===== src/rtl/muldiv_iter.sv =====
// Iterative multiply/divide unit: a radix-2 shift-add multiplier and a restoring
// divider share one 2W-bit accumulator, followed by a sign fix-up step.
module muldiv_iter #(
   parameter int WIDTH = 32
) (
   input  logic             clk,
   input  logic             resetn,
   input  logic             in_valid,
   output logic             in_ready,
   input  logic [1:0]       op,
   input  logic [WIDTH-1:0] src1,
   input  logic [WIDTH-1:0] src2,
   input  logic             cancel,
   output logic             out_valid,
   input  logic             out_ready,
   output logic [WIDTH-1:0] out_hi,
   output logic [WIDTH-1:0] out_lo,
   output logic             div_by_zero
);
   localparam int CW = $clog2(WIDTH + 1);
   localparam logic [WIDTH-1:0]   ZERO_W  = {WIDTH{1'b0}};
   localparam logic [WIDTH-1:0]   ONES_W  = {WIDTH{1'b1}};
   localparam logic [WIDTH-1:0]   ONE_W   = {{(WIDTH-1){1'b0}}, 1'b1};
   localparam logic [2*WIDTH-1:0] ONE_2W  = {{(2*WIDTH-1){1'b0}}, 1'b1};
   localparam logic [CW-1:0]      ONE_CW  = {{(CW-1){1'b0}}, 1'b1};
   localparam logic [CW-1:0]      LOAD_CW = CW'(WIDTH);

   typedef enum logic [1:0] {IDLE = 2'd0, CALC = 2'd1, FIXUP = 2'd2, DONE = 2'd3} state_t;

   function automatic logic [WIDTH-1:0] neg_w(input logic [WIDTH-1:0] v);
      return ~v + ONE_W;
   endfunction

   function automatic logic [WIDTH-1:0] abs_w(input logic [WIDTH-1:0] v, input logic is_signed);
      return (is_signed & v[WIDTH-1]) ? neg_w(v) : v;
   endfunction

   state_t             state_r, state_next_s;
   logic [2*WIDTH-1:0] acc_r;
   logic [WIDTH-1:0]   b_r;
   logic [CW-1:0]      cnt_r;
   logic               is_div_r, neg_q_r, neg_r_r, dbz_r;
   logic               accept_s, dbz_in_s;
   logic [WIDTH:0]     mul_sum_s, div_rem_s, div_diff_s;
   logic [2*WIDTH-1:0] mul_next_s, div_next_s, prod_neg_s;
   logic [WIDTH-1:0]   fix_hi_s, fix_lo_s;

   assign in_ready = (state_r == IDLE);
   assign accept_s = in_valid & (state_r == IDLE) & ~cancel;
   assign dbz_in_s = op[1] & (src2 == ZERO_W);

   // State register
   always_ff @(posedge clk or negedge resetn) begin
      if (!resetn) begin
         state_r <= IDLE;
      end else begin
         state_r <= state_next_s;
      end
   end

   // Next-state decode; cancel overrides acceptance and completion
   always_comb begin
      state_next_s = state_r;
      if (cancel) begin
         state_next_s = IDLE;
      end else begin
         case (state_r)
            IDLE: begin
               if (accept_s) begin
                  state_next_s = dbz_in_s ? FIXUP : CALC;
               end else begin
                  state_next_s = IDLE;
               end
            end
            CALC: begin
               if (cnt_r == ONE_CW) begin
                  state_next_s = FIXUP;
               end else begin
                  state_next_s = CALC;
               end
            end
            FIXUP: state_next_s = DONE;
            DONE: begin
               if (out_ready) begin
                  state_next_s = IDLE;
               end else begin
                  state_next_s = DONE;
               end
            end
            default: state_next_s = IDLE;
         endcase
      end
   end

   // One iteration step: multiply adds into the upper half and shifts right,
   // divide shifts the partial remainder left and trial-subtracts the divisor
   always_comb begin
      mul_sum_s  = {1'b0, acc_r[2*WIDTH-1:WIDTH]} + (acc_r[0] ? {1'b0, b_r} : {(WIDTH+1){1'b0}});
      mul_next_s = {mul_sum_s, acc_r[WIDTH-1:1]};
      div_rem_s  = {acc_r[2*WIDTH-1:WIDTH], acc_r[WIDTH-1]};
      div_diff_s = div_rem_s - {1'b0, b_r};
      if (div_diff_s[WIDTH]) begin
         div_next_s = {div_rem_s[WIDTH-1:0], acc_r[WIDTH-2:0], 1'b0};
      end else begin
         div_next_s = {div_diff_s[WIDTH-1:0], acc_r[WIDTH-2:0], 1'b1};
      end
   end

   // Sign correction of the finished magnitude result
   always_comb begin
      prod_neg_s = ~acc_r + ONE_2W;
      fix_hi_s   = acc_r[2*WIDTH-1:WIDTH];
      fix_lo_s   = acc_r[WIDTH-1:0];
      if (is_div_r) begin
         fix_hi_s = neg_r_r ? neg_w(acc_r[2*WIDTH-1:WIDTH]) : acc_r[2*WIDTH-1:WIDTH];
         fix_lo_s = neg_q_r ? neg_w(acc_r[WIDTH-1:0]) : acc_r[WIDTH-1:0];
      end else if (neg_q_r) begin
         {fix_hi_s, fix_lo_s} = prod_neg_s;
      end else begin
         {fix_hi_s, fix_lo_s} = acc_r;
      end
   end

   // Operand capture, iteration and result registers
   always_ff @(posedge clk or negedge resetn) begin
      if (!resetn) begin
         acc_r       <= {(2*WIDTH){1'b0}};
         b_r         <= ZERO_W;
         cnt_r       <= {CW{1'b0}};
         is_div_r    <= 1'b0;
         neg_q_r     <= 1'b0;
         neg_r_r     <= 1'b0;
         dbz_r       <= 1'b0;
         out_valid   <= 1'b0;
         out_hi      <= ZERO_W;
         out_lo      <= ZERO_W;
         div_by_zero <= 1'b0;
      end else begin
         out_valid <= (state_next_s == DONE);
         case (state_r)
            IDLE: begin
               if (accept_s) begin
                  is_div_r <= op[1];
                  b_r      <= abs_w(src2, op[0]);
                  cnt_r    <= LOAD_CW;
                  dbz_r    <= dbz_in_s;
                  // divide by zero pre-loads the final result, no sign fix-up
                  if (dbz_in_s) begin
                     acc_r   <= {src1, ONES_W};
                     neg_q_r <= 1'b0;
                     neg_r_r <= 1'b0;
                  end else begin
                     acc_r   <= {ZERO_W, abs_w(src1, op[0])};
                     neg_q_r <= op[0] & (src1[WIDTH-1] ^ src2[WIDTH-1]);
                     neg_r_r <= (op == 2'b11) & src1[WIDTH-1];
                  end
               end
            end
            CALC: begin
               acc_r <= is_div_r ? div_next_s : mul_next_s;
               cnt_r <= cnt_r - ONE_CW;
            end
            FIXUP: begin
               if (!cancel) begin
                  out_hi      <= fix_hi_s;
                  out_lo      <= fix_lo_s;
                  div_by_zero <= dbz_r;
               end
            end
            default: begin
               cnt_r <= cnt_r;
            end
         endcase
      end
   end
endmodule


===== config.mk =====
export PLATFORM = sky130hd
export DESIGN_NAME = muldiv_iter
export DESIGN_NICKNAME = d
export VERILOG_FILES = /design/src/rtl/muldiv_iter.sv
export SDC_FILE = /design/constraint.sdc
export NUM_CORES = 1
export LEC_CHECK = 0
export ABC_AREA = 1
export BUFFER_PORTS_ARGS = -buffer_cell sky130_fd_sc_hd__buf_4
export CORE_MARGIN = 3
export CORE_UTILIZATION = 40
export DETAILED_ROUTE_END_ITERATION = 12
export GPL_TIMING_DRIVEN = 0
export SLEW_MARGIN = 40
export SYNTH_ARGS = -nofsm -noshare
export SYNTH_HDL_FRONTEND = slang
export SYNTH_SLANG_ARGS = --single-unit

===== constraint.sdc =====
create_clock -name clk -period 3.3 [get_ports clk]
set_input_delay 0 -clock clk [delete_from_list [all_inputs] [get_ports clk]]
set_output_delay 0 -clock clk [all_outputs]
set_load 0.05 [all_outputs]

==> results.ini, run 1 <==
[sta]
worst_hold_slack_ps = 26.9
rsz0062_at_grt = no
worst_slew_pin_slew_ps = 807
hold_viol_final = 0
setup_viol = 0
fmax_mhz = 316
skew_ps = 17.1
min_period_ps = 3170
slew_headroom_pct = 46.2
slew_viol_final = 0
timing.final.crit_share_pct = 96.0

[pwr]
p_leak_uw = 0.0110
fin_total_pwr_uw = 19300
p_per_area_mw_per_mm2 = 931
ir_drop_v = 0.000465

[worst_setup_path]
critPathMostFrequentCell = nand2_1
cp_cell_sequence = ha_1, nand2_1, inv_1, nand2_1, nand2_1, a21oi_1, nand2_2, nand2_2, nand3_2, nand2_4, buf_6, nand2_1, nand2_1, nand2_1, nand2_1, nand2_1
cp_max_fo = 10
cp.required_ps = 3700
start_kind = register
crit_slowest_cell = dfrtp_1
crit_type = reg2reg
cp.arrival_ps = 3570
end_kind = register
slowest_delay_ps = 840

[final_layout]
fillers = 4702
layout_commonest_cell = nand2_1
post-route-util_pct = 48.0
final_cell_mix = 987 x nand2_1, 433 x inv_1, 278 x nor2_1
nets = 3362
drive_gt1_share_pct = 8.01
n_antenna_cell = 0
final_area_mm2 = 0.0208
area_delta_synth_final_pct = 18.3

[drt]
drtIter0Drc = 2173
first_pass_iters = 12
postRouteAntennaNets = 0
vias = 20800
avgViaCountPerCell = 5.46
drc = 0
routedWlPerCell_um = 22.2
routed_wl_um = 84600

[clock_tree]
clk_pin_slew_ps = 80
cts_tree = yes
clock_latency_ps = 500
cts_buffer_depth = 2
numCtsBuffers = 17
cts-root-buf = clkbuf_16
clock-sinks = 174
cts_max_level = 4

[synth]
synthTopCellsByArea = dfrtp_1 25%, nand2_1 21%, inv_1 9.3%
synth.cell_area_mm2 = 0.0176
synth_fa_ha_area_share_pct = 5.22
synth-seq-area-share_pct = 24.8
synthSimpleGateAreaFrac_pct = 39.3
synth.area.mux_share_pct = 0.0570
yosys.area_share.xor_xnor_pct = 4.64
syn_avg_cell_area_um2 = 5.88
synth_ff_type = dfrtp_1
synth_compound_area_share_pct = 14.3
ys_types = 49
yosysWarnings = 0
netlist_instances = 2988
ys_seq_elements = 174
synth_edf_count = 0
synth_area_leader_cell = dfrtp_1
syn_nets = 3131
async_reset_ff_share_pct = 100
synth_top_family_by_area = simple AND/OR/NAND/NOR gates
synth.top_cell.area_share_pct = 24.8

[global_routing]
grt_max_degree = 75
grt_pass1_vias = 20000
grt_pass1_wl_um = 124000
antenna_found_initial = 0
grt.total_usage_pct = 35.9
overflow = 0

[min_path]
hold_class = in2reg

[status]
status = complete, no violations

[floorplanning]
ios = 138
start_util_pct = 40.6
num_rows = 76
fp.dieH_um = 216
dieArea_mm2 = 0.0465
coreArea_mm2 = 0.0433
die_w_um = 216

[placement]
postPlaceCellArea_mm2 = 0.0194
gp_congestion = 0.986
numPortBuffers = 137
hpwl_um = 69300

[job]
maxCapViolCount = 0

cells in the mapped netlist, types with 2 or more instances:
cell type and instances:
nand2_2 8, nor2_4 3, clkbuf_1 70, a21o_1 2
nor3_2 3, nand3b_1 5, o21bai_1 6, inv_2 3
o31ai_1 7, nand2_1 988, or2_2 9, o22ai_1 4
nand4_1 45, nor4_1 8, xnor2_1 10, ha_1 70
xor2_1 83, nor2_2 2, buf_1 11, a31oi_1 18
nand3_1 255, a21oi_1 161, o211ai_1 6, o21a_1 8
nand3_2 5, o22ai_2 9, fa_1 2, dfrtp_1 174
buf_2 7, and2_1 6, o21ai_0 220, nand2_4 2
o21ai_1 6, buf_6 5, buf_4 2, nor3_1 34
nor2_1 278, o2111ai_1 8, inv_1 433, clkinv_1 3
final timing paths:
| kind | from | to | slack (ps) | depth (start not counted) |
|---|---|---|---|---|
| max | acc_r[46] | acc_r[60] | 130 | 16 |
| min | out_ready | state_r[0] | 30 | 5 |
| max reg2reg | acc_r[46] | acc_r[60] | 130 | 16 |
| min reg2reg | out_hi[26] | out_hi[26] | 480 | 2 |
| max in group asynchronous | resetn | b_r[9] | 2770 | 3 |
| min in group asynchronous | resetn | out_hi[29] | 70 | 3 |
area by class of cell:
type	instances	area (um^2)	share of cell area (%)
clock buffer	20	447	2.15
timing repair buffer	212	1830	8.81
tap	585	732	3.52
inverter	439	1650	7.93
buffer	96	429	2.07
sequential	174	4370	21.0
clock inverter	12	145	0.699
multi-input combinational	2279	11200	53.8
layer usage:
layer / vias up / wire length [um] / global-route usage, %
met5: - / 0 / 0
met2: 947 / 38900 / 59.8
met4: 0 / 5610 / 20.9
met1: 9666 / 34100 / 43.9
li1: 10000 / - / -
met3: 228 / 5950 / 6.13
critical path, delay by kind of cell, from the launching register on:
kind                     cells  cell delay, ps
AO/OA/AOI/OAI                1             170
adder cells (fa/ha/maj)      1             400
buffers and inverters        2             220
flip-flops                   1             840
AND/OR/NAND/NOR             12            1420
per-stage QoR:
step / setup slack, ps / setup TNS [ps] / std cells
floorplan: 870 / 0 / 2988
global placement: -124 / -1070 / 3710
detailed placement: -141 / -1800 / 3713
CTS: 13.4 / 0 / 3816
global route: 16.6 / 0 / 3817
finish: 132 / 0 / 3817
report_power, final:
group          switching (uW)  internal [uW]
combinational            9060           3820
sequential               1380           2930
clock                    1040           1090
sequential cells by signal, summed over array words and instances (netlist names):
name and cells:
acc_r 64, dbz_r 1, out_lo 32, b_r 32
cnt_r 6, neg_r_r 1, out_hi 32, out_valid 1
div_by_zero 1, is_div_r 1, neg_q_r 1, state_r 2
repair_timing:
action,in CTS,in global routing
buffers inserted,0,1
hold endpoints to repair,252,0
endpoints found under the setup margin,24,31
resized for setup,4,25
cloned,0,0
pin swaps,0,0
hold buffers,71,0
cells by family after synthesis:
kind of cell               after synthesis
and+or+nand+nor                       1654
buffers and inverters                  535
AOI/OAI and AO/OA                      459
DFF                                    174
xor gates and xnor gates                93
adders and majority gates               72
muxes                                    1
No activity file was read; power rests on OpenSTA's default activity.
==> run 2, diff against run 1 <==
--- a/config.mk
+++ b/config.mk
@@ -11,6 +11,7 @@
 export CORE_UTILIZATION = 40
 export DETAILED_ROUTE_END_ITERATION = 12
 export GPL_TIMING_DRIVEN = 0
+export PLACE_DENSITY = 0.61
 export SLEW_MARGIN = 40
 export SYNTH_ARGS = -nofsm -noshare
 export SYNTH_HDL_FRONTEND = slang
==> constraint.sdc (replaced) <==
create_clock -name clk -period 3.7 [get_ports clk]
set_input_delay 0 -clock clk [delete_from_list [all_inputs] [get_ports clk]]
set_output_delay 0 -clock clk [all_outputs]
set_load 0.05 [all_outputs]
==> run 2 against run 1 <==
Net effect:
- maximum frequency fell by 11%
- wire length is 1.4% lower
- cell count down 0.10%
- sequential share of layout area barely moved
- non-clock buffer count is 4 lower
- critical path depth fell by 1
- combinational power shrank 12%
- register-to-register slack about the same
- clock power decreased by 10%
- clock skew is 1.1 ps higher
- largest power group unchanged
==> results.ini, run 2 (synthesis results as in run 1) <==
[worst_setup_path]
crit_type = reg2reg
slowest_delay_ps = 760  ; -80 ps
cp_max_fo = 10  ; unchanged
critPathBufInv = 2  ; unchanged
critPathMostFrequentCell = nand2_1
cp.arrival_ps = 3990  ; +420 ps
end_kind = register
cp_top_family = simple AND/OR/NAND/NOR gates
cp_cell_sequence = ha_1, nand2_1, nand2_1, nand2_1, nand2_1, inv_1, nand2_1, a21oi_1, nand3_2, buf_2, nand3_1, nand3_1, nand2_1, nand2_1, nand2_1
start_kind = register
crit_slowest_cell = dfrtp_1
cp.required_ps = 4130  ; +430 ps

[final_layout]
post-route-util_pct = 47.8  ; -0.20 points
final_cell_mix = 988 x nand2_1, 433 x inv_1, 278 x nor2_1
n_antenna_cell = 0  ; unchanged
fillers = 4712  ; +0.21%
area_delta_synth_final_pct = 17.8
layout_commonest_cell = nand2_1
largest_register = acc_r
finalNonFillerCells = 3813  ; -0.10%
drive_gt1_share_pct = 7.34  ; -0.67 points
largest_reg_flops = 64  ; unchanged
nets = 3358  ; -0.12%

[sta]
skew_ps = 18.2  ; +1.14 ps
setup-tns-final_ps = 0  ; unchanged
min_period_ps = 3560  ; +396 ps
worst_hold_slack_ps = 6.51  ; -20.3 ps
slew_headroom_pct = 42.6  ; -3.7 points
fmax_mhz = 281  ; -11%
rsz0062_at_grt = no
setup_viol = 0  ; unchanged
slew_viol_final = 0  ; unchanged
worst_slew_pin_slew_ps = 862  ; +54.9 ps
hold_viol_final = 0  ; unchanged
timing.final.crit_share_pct = 96.3  ; +0.32 points

[global_routing]
gr-usage-met2_pct = 58.9  ; -0.87 points
top_usage_layer = met2
overflow = 0  ; unchanged
grt_pass1_wl_um = 125000  ; +0.31%
grt_pass1_vias = 20200  ; +1.1%
grt_max_degree = 72  ; -4.0%
grt.total_usage_pct = 35.7  ; -0.20 points
grt_use_met3_pct = 5.48  ; -0.65 points
gr-usage-met1_pct = 44.6  ; +0.68 points
antenna_found_initial = 1  ; +1

[floorplanning]
coreArea_mm2 = 0.0433  ; unchanged
ios = 138  ; unchanged
die_w_um = 216  ; unchanged
dieArea_mm2 = 0.0465  ; unchanged
fp.dieH_um = 216  ; unchanged
num_rows = 76  ; unchanged
start_util_pct = 40.6  ; unchanged

[clock_tree]
cts_max_level = 4  ; unchanged
clk_pin_slew_ps = 80  ; about the same
numCtsBuffers = 17  ; unchanged
cts-root-buf = clkbuf_16
cts_tree = yes
cts_buffer_depth = 2  ; unchanged
clock_latency_ps = 500  ; about the same
clock-sinks = 174  ; unchanged

[pwr]
ir_drop_v = 0.000440  ; -5.3%
p_per_area_mw_per_mm2 = 830  ; -11%
p_leak_uw = 0.0110  ; -0.31%

[drt]
postRouteAntennaNets = 0  ; unchanged
drc = 0  ; unchanged
routed_wl_um = 83400  ; -1.4%
vias = 20800  ; -0.21%
routedWlPerCell_um = 21.9  ; -1.3%
drtIter0Drc = 2228  ; +2.5%
first_pass_iters = 6  ; -6
avgViaCountPerCell = 5.45  ; -0.11%

[min_path]
hold_class = in2async

[placement]
gp_congestion = 1.04  ; +5.7%
hpwl_um = 68600  ; -0.90%
numPortBuffers = 137  ; unchanged
dp.cells = 3713  ; unchanged

[job]
maxCapViolCount = 0  ; unchanged

[status]
status = complete, no violations

[run 2: cell count changes in the layout (fill, tap and decap cells not counted), moves of 3 or more]
cell      before  now
clkbuf_1      66   70
dfrtp_2       11    2
clkbuf_2       6    2
dfrtp_1      163  172
o21ai_0      216  219
[run 2: power by group]
part	internal [uW]	leakage [uW]	switching (uW)	total, uW
Clock	991	0.000288	922	1910
Combinational	3380	0.00850	8040	11400
Sequential	2610	0.00217	1230	3830
Total	6980	0.0110	10200	17200
[run 2: what timing repair did]
action	in CTS	in global routing
setup endpoints to repair	0	5
setup buffers	0	0
gates resized for setup	0	2
endpoints found under the hold margin	177	0
hold buffers	68	0
[run 2: cell type report]
type | instances | area (um^2) | share of cell area, %
multi-input combinational | 2279 | 11100 | 53.9
sequential | 174 | 4360 | 21.1
timing repair buffer | 208 | 1780 | 8.62
inverter | 439 | 1650 | 7.97
tap | 585 | 732 | 3.54
clock buffer | 20 | 457 | 2.21
buffer | 96 | 418 | 2.02
clock inverter | 12 | 141 | 0.684
[run 2: stage by stage]
| stage | power (uW) | setup WS [ps] | instance area (um^2) |
|---|---|---|---|
| after CTS | 16900 | 75.6 | 20700 |
| final | 17200 | 136 | 20700 |
| after floorplan | 10800 | 1270 | 17600 |
| after global routing | 18400 | 21.8 | 20700 |
| after global placement | 14900 | 262 | 19300 |
| after detailed placement | 14900 | 99.9 | 19400 |
[run 2: layer usage]
| layer | up-vias | routed length, um |
|---|---|---|
| li1 | 9988 | - |
| met1 | 9618 | 33900 |
| met2 | 969 | 38300 |
| met3 | 221 | 5890 |
| met4 | 2 | 5320 |
| met5 | - | 11 |
[run 2: path summary, 6_finish.rpt]
path	from	endpoint	slack (ps)	cells past startpoint
worst max-delay path	acc_r[52]	acc_r[54]	140	15
worst min-delay path	resetn	out_hi[21]	7	2
worst max register to register	acc_r[52]	acc_r[54]	140	15
worst min register to register	out_hi[30]	out_hi[30]	480	2
max in group asynchronous	resetn	b_r[13]	2590	4
min in group clk	src1[6]	acc_r[6]	30	4
==> run 3, diff against run 2 <==
--- a/config.mk
+++ b/config.mk
@@ -11,7 +11,6 @@
 export CORE_UTILIZATION = 40
 export DETAILED_ROUTE_END_ITERATION = 12
 export GPL_TIMING_DRIVEN = 0
-export PLACE_DENSITY = 0.61
 export SLEW_MARGIN = 40
 export SYNTH_ARGS = -nofsm -noshare
 export SYNTH_HDL_FRONTEND = slang
==> run 3 against run 2 <==
Net effect:
- critical path depth stayed put
- largest power group unchanged
- clock power is essentially flat
- non-clock buffer count grew 3
==> results.ini, run 3 (synthesis results as in run 1) <==
[drt]
drtIter0Drc = 2177  ; -2.3%
avgViaCountPerCell = 5.46  ; +0.13%
routed_wl_um = 84700  ; +1.5%
routedWlPerCell_um = 22.2  ; +1.4%
vias = 20800  ; +0.21%
first_pass_iters = 9  ; +3
drc = 0  ; unchanged
postRouteAntennaNets = 0  ; unchanged

[sta]
fmax_mhz = 287  ; +2.1%
hold_viol_final = 0  ; unchanged
slew_headroom_pct = 40.8  ; -1.8 points
timing.final.crit_share_pct = 94.3  ; -2.0 points
worst_slew_pin_slew_ps = 888  ; +26.4 ps
min_period_ps = 3490  ; -73.9 ps
rsz0062_at_grt = no
setup-tns-final_ps = 0  ; unchanged
worst_hold_slack_ps = 28.9  ; +22.4 ps
setup_viol = 0  ; unchanged
worst_slack_ps = 210  ; +73.9 ps
slew_viol_final = 0  ; unchanged
skew_ps = 21.3  ; +3.06 ps

[floorplanning]
coreArea_mm2 = 0.0433  ; unchanged
start_util_pct = 40.6  ; unchanged
dieArea_mm2 = 0.0465  ; unchanged
num_rows = 76  ; unchanged
die_w_um = 216  ; unchanged
fp.dieH_um = 216  ; unchanged
ios = 138  ; unchanged

[job]
maxCapViolCount = 0  ; unchanged

[final_layout]
drive_gt1_share_pct = 7.40  ; +0.055 points
largest_register = acc_r
final_area_mm2 = 0.0207  ; +0.18%
nets = 3361  ; +0.089%
layout_commonest_cell = nand2_1
largest_reg_flops = 64  ; unchanged
final_cell_mix = 988 x nand2_1, 433 x inv_1, 278 x nor2_1
n_antenna_cell = 0  ; unchanged
area_delta_synth_final_pct = 18.0

[worst_setup_path]
cp.arrival_ps = 3920  ; -70 ps
r2r_slack_ps = 210  ; +70 ps
start_kind = register
cp.required_ps = 4130  ; about the same
r2r-start = acc_r[54]
r2r_cells = 15  ; unchanged
worstReg2RegEnd = acc_r[53]
end_kind = register
crit_type = reg2reg
cp_max_fo = 10  ; unchanged

[global_routing]
grt_pass1_wl_um = 124000  ; -0.29%
overflow = 0  ; unchanged
grt_max_degree = 75  ; +4.2%
antenna_found_initial = 0  ; -1
grt.total_usage_pct = 35.9  ; +0.21 points
grt_pass1_vias = 20000  ; -1.1%

[clock_tree]
cts-root-buf = clkbuf_16
clock-sinks = 174  ; unchanged
clock_latency_ps = 500  ; about the same
clk_pin_slew_ps = 80  ; about the same
cts_tree = yes
cts_buffer_depth = 2  ; unchanged
numCtsBuffers = 17  ; unchanged
cts_max_level = 4  ; unchanged
cts_setup_buffers = 0  ; unchanged

[pwr]
p_per_area_mw_per_mm2 = 829  ; -0.13%
ir_drop_v = 0.000415  ; -5.7%
p_leak_uw = 0.0110  ; +0.35%

[min_path]
hold_class = in2reg
min_to = state_r[0]
hold_start = out_ready
whs_path_depth = 5

[placement]
postPlaceCellArea_mm2 = 0.0194  ; about the same
gp_congestion = 0.986  ; -5.4%
numPortBuffers = 137  ; unchanged
dpl_worst_slack_ps = 259  ; +159 ps
hpwl_um = 69300  ; +0.91%

[status]
status = complete, no violations

## run 3: changes by cell type in the layout (fill, tap and decap cells not counted), sizes merged
cell,previous run,this run
buf,165,166
clkinv,5,7
clkinvlp,2,0
dlygate4sd3,68,70
## run 3: worst max-delay path by stage
stage	startpoint	endpoint	slack [ps]	depth (start not counted)
global route	acc_r[0]	acc_r[40]	80	16
global placement	acc_r[54]	acc_r[58]	280	16
floorplan	state_r[0]	acc_r[41]	1270	8
detailed placement	acc_r[54]	acc_r[60]	260	16
finish	acc_r[54]	acc_r[53]	210	15
CTS	acc_r[54]	acc_r[60]	250	16
## run 3: repair_timing
| action | 4_1_cts | 5_1_grt |
|---|---|---|
| hold buffers | 71 | 0 |
| resized for setup | 0 | 2 |
| endpoints found under the setup margin | 0 | 3 |
| hold endpoints to repair | 252 | 0 |
## run 3: area by class of cell
type | count | area, um^2
Inverter | 439 | 1650
Clock inverter | 12 | 145
Sequential cell | 174 | 4350
Buffer | 96 | 423
Fill cell | 4703 | 22500
Clock buffer | 20 | 447
Tap cell | 585 | 732
Timing Repair Buffer | 211 | 1820
Multi-Input combinational cell | 2279 | 11100
## run 3: per-stage QoR
step | power [uW] | utilization (%) | std cells
finish | 17200 | 47.9 | 3816
global route | 18400 | 47.9 | 3816
CTS | 17000 | 47.9 | 3816
detailed placement | 15000 | 44.9 | 3713
global placement | 14900 | 44.7 | 3710
floorplan | 10800 | - | 2988
## run 3: layer usage
layer | up-vias | wire length (um) | track usage [%] | share of wire (%)
li1 | 9990 | - | - | -
met2 | 870 | 38900 | 59.8 | 46
met4 | 0 | 5600 | 20.8 | 6.6
met5 | - | 0 | 0 | 0
met1 | 9764 | 34500 | 44.0 | 41
met3 | 218 | 5620 | 6.11 | 6.6
## run 3: report_power, final
part	internal, uW	switching (uW)
clock network	976	916
registers	2610	1240
logic	3390	8060
## run 3: critical path, cell delays in order, from the launching register on
cell	delay, ps
dfrtp_1	830
ha_1	430
nand2_1	170
inv_1	60
nand2_1	60
nand2_1	60
inv_1	90
nand2_1	90
a21oi_1	410
nand3_2	310
buf_2	270
nand3_1	120
nand3_1	250
nand2_1	140
nand2_1	60
nand2_1	60
